==> config.mk <==
export PLATFORM = sky130hd
export DESIGN_NAME = sr_pulse_gen
export DESIGN_NICKNAME = d
export VERILOG_FILES = /design/src/rtl/sr_pulse_gen.sv
export SDC_FILE = /design/constraint.sdc
export NUM_CORES = 1
export LEC_CHECK = 0
export ABC_AREA = 1
export CAP_MARGIN = 15
export CORE_MARGIN = 4
export CORE_UTILIZATION = 47
export DETAILED_ROUTE_END_ITERATION = 12
export MAX_ROUTING_LAYER = met4
export PLACE_DENSITY_LB_ADDON = 0.12
export SLEW_MARGIN = 20
export SYNTH_ARGS = -nofsm -noshare
export SYNTH_HDL_FRONTEND = slang
export SYNTH_SLANG_ARGS = --single-unit
==> constraint.sdc <==
create_clock -name CLK -period 1.96 [get_ports CLK]
set_input_delay 0.196 -clock CLK [delete_from_list [all_inputs] [get_ports CLK]]
set_output_delay 0.196 -clock CLK [all_outputs]
set_load 0.02 [all_outputs]
==> src/rtl/sr_pulse_gen.sv <==
// sr_pulse_gen: debounced pushbutton front end for an RS latch stage.
// Each button passes through a two-flop synchroniser and a debouncer.
// A small FSM then turns the debounced levels into single-cycle S/R
// pulses that are never both high, and it flags a conflict when both
// buttons are held at once. PULSE_CNT counts every pulse issued.
module sr_pulse_gen #(
  parameter int unsigned DB_CYCLES = 4,
  parameter int unsigned DB_W      = 8,
  parameter int unsigned CNT_W     = 8
) (
  input  logic             CLK,
  input  logic             RESET_L,
  input  logic             SET_BTN,
  input  logic             RST_BTN,
  output logic             S,
  output logic             R,
  output logic             CONFLICT,
  output logic [CNT_W-1:0] PULSE_CNT
);

  localparam logic [DB_W-1:0] DB_LAST = DB_W'(DB_CYCLES - 1);

  localparam logic [1:0] ST_IDLE = 2'd0;
  localparam logic [1:0] ST_SET  = 2'd1;
  localparam logic [1:0] ST_RST  = 2'd2;
  localparam logic [1:0] ST_CONF = 2'd3;

  logic [1:0]      set_sync;
  logic [1:0]      rst_sync;
  logic [1:0]      sync_lvl;   // [0] = set, [1] = reset
  logic [1:0]      db;         // debounced levels, same channel order
  logic [DB_W-1:0] db_cnt [2];

  logic [1:0]      state;
  logic [1:0]      state_nxt;
  logic            s_nxt;
  logic            r_nxt;

  // Two-flop synchronisers bring both raw buttons into the clock domain
  always_ff @(posedge CLK or negedge RESET_L) begin
    if (!RESET_L) begin
      set_sync <= '0;
      rst_sync <= '0;
    end else begin
      set_sync <= {set_sync[0], SET_BTN};
      rst_sync <= {rst_sync[0], RST_BTN};
    end
  end

  assign sync_lvl = {rst_sync[1], set_sync[1]};

  // Debounce: db follows sync only after DB_CYCLES consecutive differing samples
  always_ff @(posedge CLK or negedge RESET_L) begin
    if (!RESET_L) begin
      db <= '0;
      for (int unsigned ch = 0; ch < 2; ch++) begin
        db_cnt[ch] <= '0;
      end
    end else begin
      for (int unsigned ch = 0; ch < 2; ch++) begin
        if (sync_lvl[ch] != db[ch]) begin
          if (db_cnt[ch] == DB_LAST) begin
            db[ch]     <= sync_lvl[ch];
            db_cnt[ch] <= '0;
          end else begin
            db_cnt[ch] <= db_cnt[ch] + 1'b1;
          end
        end else begin
          db_cnt[ch] <= '0;
        end
      end
    end
  end

  // Next-state and pulse decode from the debounced button pair
  always_comb begin
    state_nxt = state;
    s_nxt     = 1'b0;
    r_nxt     = 1'b0;
    case (state)
      ST_IDLE, ST_SET, ST_RST: begin
        if (db[0] && db[1]) begin
          state_nxt = ST_CONF;
        end else if (db[0]) begin
          state_nxt = ST_SET;
          s_nxt     = (state != ST_SET);
        end else if (db[1]) begin
          state_nxt = ST_RST;
          r_nxt     = (state != ST_RST);
        end else begin
          state_nxt = ST_IDLE;
        end
      end
      ST_CONF: begin
        if (!db[0] && !db[1]) begin
          state_nxt = ST_IDLE;
        end
      end
      default: state_nxt = ST_IDLE;
    endcase
  end

  // Register state, pulses, conflict flag and pulse counter together
  always_ff @(posedge CLK or negedge RESET_L) begin
    if (!RESET_L) begin
      state     <= ST_IDLE;
      S         <= 1'b0;
      R         <= 1'b0;
      CONFLICT  <= 1'b0;
      PULSE_CNT <= '0;
    end else begin
      state     <= state_nxt;
      S         <= s_nxt;
      R         <= r_nxt;
      CONFLICT  <= (state_nxt == ST_CONF);
      PULSE_CNT <= PULSE_CNT + {{(CNT_W-1){1'b0}}, (s_nxt | r_nxt)};
    end
  end

endmodule

Word level (Yosys, flattened, before mapping)
Cells that the tools add are included.
- add/sub/neg operators: 3
- eq/ne operators: 10
- mux-type cells: 16
- bitwise logic cells: 1
- reductions and logical operators: 8
- operators with widths (kind ; count):
    $mux 8 ; 4
    $add 8x1->8 const B ; 2
    $eq 8x2->1 const B ; 2
    $add 8x1->8 ; 1
    $mux 2 ; 4
    $mux 1 ; 7
    $eq 2x2->1 const B ; 3
    $pmux 2 s2 ; 1
    $reduce_and 2->1 ; 2
    $reduce_or 3->1 ; 1
    $eq 2x1->1 const B ; 1
    $logic_and 1x1->1 ; 2
    $logic_not 1->1 ; 2
    $logic_not 2->1 ; 1
    $ne 1x1->1 ; 2
    $ne 2x1->1 const B ; 1
    $ne 2x2->1 const B ; 1
    $or 1x1->1 ; 1
- flip-flop bits (word level): 35
- bits of input ports: 4
- output and inout port bits: 11
- word-level logic and storage cells: 49

Logic depth before layout (Yosys ltp)
- word-level depth: 7
- gate-level depth with buffers: 11
- gate-level depth less buffers: 11

Least setup slack after synthesis
Ideal clock, no wire load.
- path type: register -> register
- start: register db[1]
- end: register PULSE_CNT[6]
- arrival: 1515 ps
- required time: 1829 ps
- path slack: 314 ps
- stages on the path, launching flop included: 11
- path buffers: 0
- cells stage by stage: dfrtp_1 -> inv_1 -> nor2_1 -> nand2_1 -> inv_1 -> or2_2 -> ha_1 -> ha_1 -> nand3_1 -> nor2_1 -> xor2_1
- cells in the longest elaborated chain, start to end: 6
- elaborated cells between the ends (all ways): 9
- those cells by class: add/sub (1); mux (6); bitwise (1); reduce/logical (1)
- RTL lines (what ; RTL line ; text):
    start, declared ; 31 ; logic [1:0] db;
    start signal, assigned by index ; 63 ; db[ch] <= sync_lvl[ch];
    $mux 1 ; 87 ; end else if (db[1]) begin
    $mux 1 ; 84 ; end else if (db[0]) begin
    $mux 1 (*) ; 82 ; if (db[0] && db[1]) begin
    $mux 1 (*) ; 80 ; case (state)
    net r_nxt ; 37 ; logic r_nxt;
    $or 1x1->1 (*) ; 116 ; PULSE_CNT <= PULSE_CNT + {{(CNT_W-1){1'b0}}, (s_nxt | r_nxt)};
    $add 8x1->8 (*) ; 116 ;
    end signal, assigned ; 116 ;
    end, declared ; 18 ; output logic [CNT_W-1:0] PULSE_CNT
Mark *: on every way through the listed nets, which the timed path passes. The rest lies on a longest branch.
A chain may end at the register's enable or synchronous reset.

Worst setup path in the final report
Same ends and word-level chain as after synthesis.

==> results.sh <==
export IMPL_outcome="finished clean"
export IMPL_utilization_pct=57.72
export IMPL_rr_endpoint="PULSE_CNT[6]"
export IMPL_yosysWarnings=0
export IMPL_rsz0062_at_grt="no"
export IMPL_viasPerCell=4.656
export IMPL_synth_cell_types=15
export IMPL_syn_inst=174
export IMPL_p_clk_share_pct=18.3
export IMPL_clock_path_buffers=2
export IMPL_critPathTopFamily="simple AND/OR/NAND/NOR gates"
export IMPL_power_density_nw_per_um2=1151
export IMPL_cts_setup_buffers=0
export IMPL_crit_path_start_kind="flip-flop"
export IMPL_drive_gt1_share_pct=6.091
export IMPL_port_buffers=14
export IMPL_fin_skew_ps=7.486
export IMPL_yosysTopAreaCell="dfrtp_1"
export IMPL_track_usage_pct=15.72
export IMPL_grt_pass1_wl_microns=4912
export IMPL_hold_class="input pin to asynchronous set/reset pin"
export IMPL_yosys_top_cells_count="nand2_1, dfrtp_1, inv_1"
export IMPL_core_area_sq_um=3078
export IMPL_crit_path_max_fanout=4
export IMPL_holdBufCountCts=0
export IMPL_finalMaxSlewViolations=0
export IMPL_antenna_found_initial=0
export IMPL_die_h_microns=64.94
export IMPL_crit_buf_inv=2
export IMPL_placed_cells=233
export IMPL_ys_flop_type="dfrtp_1"
export IMPL_cts_buffers=5
export IMPL_fin_tns_setup_ps=0
export IMPL_grt_pass1_vias=1144
export IMPL_ys_ff_latch=35
export IMPL_r2r_cells=10
export IMPL_ant_nets=0
export IMPL_p_comb_share_pct=32.1
export IMPL_netSwitchingPower_mw=0.7342
export IMPL_finalWorstSetupSlack_ps=222.0
export IMPL_synth_fp_nets=182
export IMPL_rows=20
export IMPL_yosysMostFrequentCell="nand2_1"
export IMPL_regToRegSetupSlack_ps=220
export IMPL_grt_max_degree=36
export IMPL_relSlewSlack_pct=71.78
export IMPL_dpl_cell_area_sq_um=1727
export IMPL_root_buffer="clkbuf_4"
export IMPL_end_kind="flip-flop"
export IMPL_synth_edff_count=0
export IMPL_ys_seq_area_share_pct=57.47
export IMPL_clk_pin_slew_ps=100
export IMPL_hold_viol_final=0
export IMPL_cts_resized=0
export IMPL_synth_area_leaders="dfrtp_1, nand2_1, inv_1"
export IMPL_slowest_stage="dfrtp_1"
export IMPL_vias=1122
export IMPL_worstReg2RegStart="db[1]"
export IMPL_tightest_slew_ps=423.3
export IMPL_pwr_share_seq_pct=49.6
export IMPL_critPathArrivalTime_ps=1970
export IMPL_slowest_delay_ps=420
export IMPL_ir_drop_mv=0.6605
export IMPL_initial_utilization_pct=49.51
export IMPL_critical_path_class="flip-flop to flip-flop"
export IMPL_total_power_mw=2.045
export IMPL_wl_per_cell_microns=10.95
export IMPL_htreeDepth=2
export IMPL_critPathRequiredTime_ps=2190
export IMPL_whs_ps=251.6
export IMPL_io_pin_count=15
export IMPL_synthToLayoutAreaGrowth_pct=16.58
export IMPL_fin_nets=204
export IMPL_cts_sinks=35
export IMPL_antenna_cells=0
export IMPL_dr_pass1_iters=4
export IMPL_p_int_mw=1.310
export IMPL_syn_area_sq_um=1524
export IMPL_fmax_mhz=575.4
export IMPL_tritoncts="done"
export IMPL_fin_crit_sh_pct=88.67
export IMPL_syn_avg_cell_area_sq_um=8.758
export IMPL_p_sw_share_pct=35.91
export IMPL_setup_viol=0
export IMPL_clkLatencyLatePin_ps=340
export IMPL_final_cells=241
export IMPL_post_place_ws_ps=222.1
export IMPL_drv_cap=0
export IMPL_final_area_sq_um=1777
export IMPL_power_leakage_nw=0.8925
export IMPL_critPathLaunch="db[1]"
export IMPL_synthArstFlopShare_pct=100.0
export IMPL_gp_congestion=0.8337
export IMPL_overflow=0
export IMPL_wl_microns=2640
export IMPL_drtIter0Drc=48
export IMPL_drc_errors=0
export IMPL_die_area_sq_um=4217
export IMPL_fp_dieW_microns=64.94
export IMPL_dpl_hpwl_microns=1950
export IMPL_finalCriticalPeriod_ps=1738
export IMPL_path_cells="inv_1, nor2_1, nand2_1, inv_1, or2_2, ha_1, ha_1, nand3_1, nor2_1, xor2_1"
export IMPL_post_synth_top_area_fraction_pct=57.47
==> power by group through the flow <==
stage,clock [mW],combinational (mW),sequential (mW)
global route,0.427,0.745,1.05
finish,0.374,0.656,1.01
floorplan,0,0.312,1.11
global placement,0,0.653,1.03
detailed placement,0,0.667,1.03
CTS,0.390,0.671,1.02
==> layout make-up <==
type	instances	area [sq um]
clock buffers	7	45.04
clock inverters	1	5.005
fillers	293	1301
inverters	27	101.3
multi-input cells	112	546.8
flip-flops and latches	35	875.8
well taps	44	55.05
repair buffers	15	147.6
==> cell families after synthesis <==
family          share of synthesized area, %
fa+ha+maj                              3.284
flops                                  57.47
xor+xnor                               6.322
simple gates                           24.71
compound gates                         1.560
buf+inv                                6.650
==> flip-flops by register name (all words and copies together), names as in the netlist <==
name / flops
state: 2
db_cnt: 16
R: 1
S: 1
set_sync: 2
db: 2
CONFLICT: 1
rst_sync: 2
PULSE_CNT: 8
==> cell usage in the layout, fill, tap and decap left out, types with 2 or more instances in the layout <==
master,instances
clkdlybuf4s50_1,14
ha_1,4
clkbuf_4,5
xnor2_1,2
nand3_1,8
o21ai_1,2
nor2_1,26
nand2_1,51
dfrtp_1,35
nor3_1,3
xor2_1,9
clkbuf_1,2
nor2_2,3
inv_1,27
==> metal layers <==
metal	GRT usage, %	part of all wire, %	up-vias
met4	6.332	1.9	0
li1	-	-	565
met3	4.853	3.0	7
met5	-	0	-
met1	16.76	43	531
met2	27.08	53	19
==> worst reg2reg max path: stages, from the launching register on <==
cell and delay [ps]:
dfrtp_1 420, inv_1 100, nor2_1 40, nand2_1 50, inv_1 40, or2_2 260, ha_1 200, ha_1 210
nand3_1 110, nor2_1 60, xor2_1 140
==> how the worst max path moves through the flow <==
stage / end / slack, ps / cells past startpoint
after global placement: PULSE_CNT[6] / 270 / 10
after floorplan: PULSE_CNT[6] / 310 / 10
final: PULSE_CNT[6] / 220 / 10
after CTS: PULSE_CNT[6] / 210 / 10
after global routing: PULSE_CNT[6] / 50 / 8
after detailed placement: PULSE_CNT[6] / 220 / 10
Power figures use the tool's default switching activity.
